[src/rtl/pixel_window_shifter_if.sv]
// Pixel window shifter bus: pixel stream in (en, h_sync, data_in), window and status out.
// The master modport is the pixel producer; the slave modport is the shifter.
interface pixel_window_shifter_if #(
  parameter int unsigned DATA_W = 8,
  parameter int unsigned TAPS   = 5
);
  localparam int unsigned CNT_W = $clog2(TAPS + 1);

  logic                     en;
  logic                     h_sync;
  logic [DATA_W-1:0]        data_in;
  logic [DATA_W*TAPS-1:0]   data_out;
  logic                     window_valid;
  logic [CNT_W-1:0]         fill_count;
  logic                     line_start_seen;

  modport master (
    output en,
    output h_sync,
    output data_in,
    input  data_out,
    input  window_valid,
    input  fill_count,
    input  line_start_seen
  );

  modport slave (
    input  en,
    input  h_sync,
    input  data_in,
    output data_out,
    output window_valid,
    output fill_count,
    output line_start_seen
  );
endinterface

[src/rtl/pixel_window_shifter.sv]
// Line-aware horizontal pixel-window shift register.
// Newest pixel sits in the top DATA_W bits of data_out, oldest in the bottom bits.
// Optional feature macro: PIXEL_WINDOW_BORDER_REPLICATE_EN -- when defined, the first pixel of
// a line is replicated into every tap and the window is valid immediately; when undefined, the
// other taps are zeroed and valid rises on the TAPS-th pixel of the line.
module pixel_window_shifter #(
  parameter int unsigned DATA_W = 8,
  parameter int unsigned TAPS   = 5,
  parameter int unsigned CNT_W  = $clog2(TAPS + 1)
) (
  input logic                  clk,
  input logic                  rst,
  pixel_window_shifter_if.slave bus
);

  localparam int unsigned WIN_W = DATA_W * TAPS;
  localparam logic [CNT_W-1:0] TapsCnt = CNT_W'(TAPS);

  // Fill state is fully encoded by fill_count; the enum just names it.
  typedef enum logic [0:0] {
    StFill,
    StFull
  } state_e;

  logic [WIN_W-1:0] data_q, data_d;
  logic [CNT_W-1:0] fill_count_q, fill_count_d;
  logic             valid_q, valid_d;
  logic             lss_q, lss_d;
  logic             first_pix;
  state_e           state;

  assign state     = (fill_count_q == TapsCnt) ? StFull : StFill;
  // A pending h_sync (armed while idle) or a coincident one makes this pixel start a line.
  assign first_pix = bus.en & (bus.h_sync | lss_q);

  // Next-state: window contents, fill count, valid and line-start arming.
  always_comb begin
    data_d       = data_q;
    fill_count_d = fill_count_q;
    lss_d        = lss_q;

    if (bus.en) begin
      lss_d = 1'b0;
      if (first_pix) begin
`ifdef PIXEL_WINDOW_BORDER_REPLICATE_EN
        data_d       = {TAPS{bus.data_in}};
        fill_count_d = TapsCnt;
`else
        data_d                      = '0;
        data_d[WIN_W-1 -: DATA_W]   = bus.data_in;
        fill_count_d                = CNT_W'(1);
`endif
      end else begin
        data_d = {bus.data_in, data_q[WIN_W-1:DATA_W]};
        unique case (state)
          StFill:  fill_count_d = fill_count_q + CNT_W'(1);
          StFull:  fill_count_d = TapsCnt;
          default: fill_count_d = TapsCnt;
        endcase
      end
    end else if (bus.h_sync) begin
      lss_d = 1'b1;
    end

    valid_d = (fill_count_d == TapsCnt);
  end

  // State registers with synchronous active-high reset.
  always_ff @(posedge clk) begin
    if (rst) begin
      data_q       <= '0;
      fill_count_q <= '0;
      valid_q      <= 1'b0;
      lss_q        <= 1'b0;
    end else begin
      data_q       <= data_d;
      fill_count_q <= fill_count_d;
      valid_q      <= valid_d;
      lss_q        <= lss_d;
    end
  end

  assign bus.data_out        = data_q;
  assign bus.fill_count      = fill_count_q;
  assign bus.window_valid    = valid_q;
  assign bus.line_start_seen = lss_q;

endmodule

[src/flat_wrapper.sv]
// flat-port wrapper written by rule: the top's interface ports become plain ports
module pixel_window_shifter_flat 
#(
  parameter int unsigned DATA_W = 8,
  parameter int unsigned TAPS   = 5,
  parameter int unsigned CNT_W  = $clog2(TAPS + 1)
)
  (clk, rst, bus_en, bus_h_sync, bus_data_in, bus_data_out, bus_window_valid, bus_fill_count, bus_line_start_seen);
  pixel_window_shifter_if #(.DATA_W(DATA_W), .TAPS(TAPS)) bus_i ();
  input logic clk;
  input logic rst;
  input wire logic [$bits(bus_i.en)-1:0] bus_en;
  input wire logic [$bits(bus_i.h_sync)-1:0] bus_h_sync;
  input wire logic [$bits(bus_i.data_in)-1:0] bus_data_in;
  output wire logic [$bits(bus_i.data_out)-1:0] bus_data_out;
  output wire logic [$bits(bus_i.window_valid)-1:0] bus_window_valid;
  output wire logic [$bits(bus_i.fill_count)-1:0] bus_fill_count;
  output wire logic [$bits(bus_i.line_start_seen)-1:0] bus_line_start_seen;
  assign bus_i.en = bus_en;
  assign bus_i.h_sync = bus_h_sync;
  assign bus_i.data_in = bus_data_in;
  assign bus_data_out = bus_i.data_out;
  assign bus_window_valid = bus_i.window_valid;
  assign bus_fill_count = bus_i.fill_count;
  assign bus_line_start_seen = bus_i.line_start_seen;
  pixel_window_shifter #(.DATA_W(DATA_W), .TAPS(TAPS), .CNT_W(CNT_W)) u_core (.clk(clk), .rst(rst), .bus(bus_i));
endmodule
[config.mk]
export PLATFORM = sky130hd
export DESIGN_NAME = pixel_window_shifter_flat
export DESIGN_NICKNAME = d
export VERILOG_FILES = /design/src/rtl/pixel_window_shifter_if.sv /design/src/rtl/pixel_window_shifter.sv /design/src/flat_wrapper.sv
export SDC_FILE = /design/constraint.sdc
export NUM_CORES = 1
export LEC_CHECK = 0
export CAP_MARGIN = 20
export CORE_MARGIN = 2
export CORE_UTILIZATION = 45
export DETAILED_ROUTE_END_ITERATION = 8
export DONT_BUFFER_PORTS = 1
export HOLD_SLACK_MARGIN = 0.03
export PLACE_DENSITY = 0.6
export SYNTH_ARGS = -nofsm -noshare
export SYNTH_HDL_FRONTEND = slang
export SYNTH_SLANG_ARGS = --single-unit
[constraint.sdc]
create_clock -name clk -period 1.6 [get_ports clk]
set_input_delay 0.24 -clock clk [delete_from_list [all_inputs] [get_ports clk]]
set_output_delay 0.24 -clock clk [all_outputs]
set_load 0.05 [all_outputs]
Yosys cells after proc, flatten, opt, wreduce, memory -nomap -nowiden
Cells that the tools add are included.
- output and inout bits: 45
- register bits after elaboration: 45
- input port bits: 12
- mux-type cells: 5
- eq/ne operators: 2
- reductions and logical operators: 1
- add/subtract/negate cells: 1
- bitwise gates (word level): 3
- operators with widths (cell ; number):
    $mux 32 ; 1
    $eq 3x3->1 const B ; 2
    $mux 3 ; 2
    $pmux 3 s2 ; 1
    $add 3x1->3 const B ; 1
    $reduce_or 2->1 ; 1
    $and 1x1->1 ; 1
    $mux 1 ; 1
    $not 1->1 ; 1
    $or 1x1->1 ; 1

Logic depth before layout (Yosys ltp)
- depth after elaboration: 7
- mapped depth: 5
- depth with buffers taken out: 3

Worst setup path after synthesis
Ideal clock, no wire load.
- path type: register to register
- start point: register u_core.lss_q, in the netlist u_core.bus.line_start_seen
- end point: register u_core.fill_count_q[1], in the netlist u_core.bus.fill_count[1]
- stages on the path, launching flop included: 4
- period minus slack after synthesis: 1.475 ns
- path slack: 0.125 ns
- library setup time: 0.070 ns
- arrival time: 1.405 ns
- required time: 1.530 ns
- path buffers: 0
- cells stage by stage: dfxtp_1 or2_4 or4_1 a21oi_1
- word-level cells in the longest chain between the ends: 4
- ends and longest elaborated chain (element ; line ; text):
    start: declaration ; pixel_window_shifter.sv:28 ; logic lss_q, lss_d;
    start signal: assignment ; pixel_window_shifter.sv:79 ; lss_q <= lss_d;
    $or 1x1->1 ; pixel_window_shifter.sv:34 ; assign first_pix = bus.en & (bus.h_sync | lss_q);
    $and 1x1->1 ; pixel_window_shifter.sv:34 ;
    $mux 3 ; pixel_window_shifter.sv:44 ; if (first_pix) begin
    $mux 3 ; pixel_window_shifter.sv:42 ; if (bus.en) begin
    end signal: assignment ; pixel_window_shifter.sv:77 ; fill_count_q <= fill_count_d;
    end: declaration ; pixel_window_shifter.sv:26 ; logic [CNT_W-1:0] fill_count_q, fill_count_d;
Every way passes these cells.
A chain may end at the register's enable or synchronous reset.

Worst setup path after layout
- start point: input port rst
- end point: register u_core.data_q[35], in the netlist u_core.bus.data_out[35]
- RTL lines (element ; line ; text):
    start: declaration ; flat_wrapper.sv:11 ; input logic rst;
    end signal: assignment ; pixel_window_shifter.sv:76 ; data_q <= data_d;
    end: declaration ; pixel_window_shifter.sv:25 ; logic [WIN_W-1:0] data_q, data_d;
No word-level cell between the ends.

==> summary.md <==
| Metric | Value |
|---|---|
| Synth Register Bits | 45 |
| PD cells | between 900 and 1000 mW/mm^2 |
| Leakage | around 0.00076 uW |
| Reg2reg start | u_core.bus.line_start_seen |
| Worst Clk Skew | around 3.5 ps |
| Drt drc | 0 |
| Per-cell routed wire length | 15.5 um |
| Final setup vio count | 0 |
| Core Area | approximately 0.0033 sq mm |
| Boundary pin count | 57 |
| P&R area growth vs syn | 23.4% |
| TritonCTS clock tree | done |
| Average size of a mapped cell | approximately 10 sq um |
| Met2 Resource Use GR | 0.313 |
| Worst hold path class | primary input to register |
| Die Height | 62.9 um |
| CP max FO | 28 |
| CTS sink count | 45 |
| CTS root buf | clkbuf_4 |
| CTS Buf Count | 5 |
| Share of cells above drive strength 1 | 0.180 |
| Nets | 200 |
| Max stage delay on crit path | 1220 ps |
| FFs w/ async S/R, synth | 0 |
| Synthesized area | between 0.0015 and 0.002 sq mm |
| Outcome | completed |
| Worst Setup End Kind | register |
| CP Launch Point | rst |
| Post-synth EDFFs | 0 |
| Post-cts gate resize count | 0 |
| Worst EP arrival | 1600 ps |
| Routed wire length | between 3000 and 4000 um |
| DR vias/cell | roughly 5.4 |
| Yosys top cell area share | 0.578 |
| Die area | 0.00395 sq mm |
| # fillers | a little over 300 |
| Crit-path slowest cell | dlygate4sd3_1 |
| Port Buf Inserts | 0 |
| CTS Buffer Depth | 2 |
| DP HPWL | about 2200 um |
| Rows | 21 |
| Initial antenna violation count | 0 |
| Startpoint types | primary input |
| Area leader, netlist | dfxtp_1 |
| DRT iter0 DRCs | between 90 and 100 |
| Grt ovf | 0 |
| RSZ-0062 raised after global routing | no |
| Via count | roughly 1,300 |
| ANT cells | 0 |
| Tightest Pin Transition | 1040 ps |
| Crit share post-route | 0.870 |
| Cell count after synthesis | ~160 |
| Worst hold slack | about 38 ps |
| First-pass GRT wire length | around 6200 um |
| TNS Setup | 0 ps |
| Hold Vio Cnt, Final | 0 |
| Main flop type after synthesis | dfxtp_1 |
| Yosys cell types | 22 |
| CP delay by family, top | buffers and inverters |
| Register Area | 901 sq um |
| Vias in the first global route | roughly 1,200 |
| H-tree depth | 2 |
| Clock Latency Late Sink | 350 ps |
| WP data required | ~1800 ps |
| Buf/Inv on CP | 1 |
| Die width | ~63 um |
| Syn nets | 168 |
| Minimum clock period | 1390 ps |
| Worst VDD drop | a little under 0.0006 V |
| Final Util | 0.576 |
| Synth top area cells | dfxtp_1 (58%), a22o_1 (9.6%), mux2i_1 (5.8%) |
| Worst reg2reg path depth | 3 |
| Critical Path End | u_core.bus.data_out[35] |
| Worst setup path class | primary input to register |
| Initial Util | 0.467 |
| Max Clk Rate | between 0.7 and 0.8 GHz |
| Slew margin rel. | 0.306 |
| Final GP Congestion | approximately 0.82 |
| Clock-pin slew on the worst setup and hold paths | between 100 and 150 ps |
| Post-route ant nets | 0 |
| R2R Setup Slk | 290 ps |
| Crit path depth | 2 |
| Largest net degree at the start of global routing | 29 |
| Final Max Slew Viols | 0 |
| Crit path cell chain | dlygate4sd3_1 > nor2_1 |
| Met3 Resource Use GR | 0.0613 |
| GR peak layer | met2 |
| Synth warn | 0 |
| Part of the Yosys area used for sequential elements | 0.578 |
| GR met1 Demand/Resource | 0.253 |
| Pre-CTS setup slack | between 300 and 400 ps |
| Area of the multi-input gates | 597 sq um |
| Max Cap Violations | 0 |
| Reg2reg end | u_core.bus.fill_count[1] |
| Post-Layout Cell Count | 235 |
| # placed instances | between 200 and 250 |
| Final worst slack | between 200 and 250 ps |
| Total global-route track usage | 0.199 |
| Pre-antenna DRT Iters | 5 |
## sequential cells by signal, summed over array words and instances, names as in the netlist
signal	count
u_core.bus.data_out	40
u_core.bus.window_valid	1
u_core.bus.fill_count	3
u_core.bus.line_start_seen	1
## kinds of logic (layout without fill, tap and decap cells)
family                 after synthesis  in the layout  share of synthesized area
AND/OR/NAND/NOR                     53             53                      0.164
buffers and inverters               12             45                     0.0393
multiplexers                         9              9                     0.0578
AO/OA/AOI/OAI                       37             37                      0.161
flip-flops                          45             45                      0.578
## metrics by stage
| stage | total power (uW) | instance area, sq um |
|---|---|---|
| global route | 1970 | 1920 |
| CTS | 1900 | 1910 |
| detailed placement | 1350 | 1750 |
| global placement | 1350 | 1750 |
| finish | 1890 | 1920 |
| floorplan | 1340 | 1560 |
## routing by layer
metal  up-vias  share of wire  routed length (um)
met2        67           0.46                1670
met4         0          0.019                  70
met1       579           0.44                1600
met3        11          0.084                 307
met5         -              0                   0
li1        617              -                   -
## area by class of cell
cell class	instances	share of cell area
sequential	45	0.468
timing repair buffer	36	0.163
clock inverter	2	0.00520
tap	46	0.0299
inverter	1	0.00195
multi-input combinational	99	0.310
clock buffer	6	0.0215
## power breakdown
part / internal, uW / switching [uW]
combinational: 66.3 / 103
clock: 168 / 352
sequential: 1140 / 62.8
## layout by cell type, fill, tap and decap left out
cell type,n
a211oi_1,1
or3_1,1
or2_4,1
nor3_4,1
or4_1,1
buf_4,23
clkbuf_1,1
buf_12,1
nor2_2,1
clkinv_2,2
dfxtp_1,45
a21oi_1,17
clkbuf_4,5
nor2b_1,1
dlygate4sd3_1,12
nand2_1,17
o21ai_0,2
nor3_1,4
nand3_1,15
nor3b_1,1
a22o_1,17
inv_1,1
nor2_1,10
mux2i_1,9
## synthesized netlist by cell type (all sizes together) (2+ instances only)
cell	count
o21ai	2
nor2	11
mux2i	9
a22o	17
nand3	15
a21oi	17
dfxtp	45
nor3	5
buf	8
clkbuf	3
nand2	17
## what timing repair did
| action | CTS | global route |
|---|---|---|
| setup buffers | 0 | 0 |
| hold buffers | 11 | 1 |
| endpoints found under the hold margin | 28 | 2 |
## how the worst min path moves through the flow
| stage | depth (start not counted) | from | slack, ps | endpoint |
|---|---|---|---|---|
| after global routing | 2 | bus_en | 40 | u_core.bus.data_out[17] |
| after CTS | 2 | bus_en | 30 | u_core.bus.data_out[36] |
| after floorplan | 2 | bus_data_in[0] | 390 | u_core.bus.data_out[32] |
| after detailed placement | 1 | rst | 310 | u_core.bus.fill_count[1] |
| final | 2 | bus_en | 40 | u_core.bus.data_out[38] |
| after global placement | 1 | rst | 310 | u_core.bus.fill_count[1] |
No activity file was read; power rests on OpenSTA's default activity.
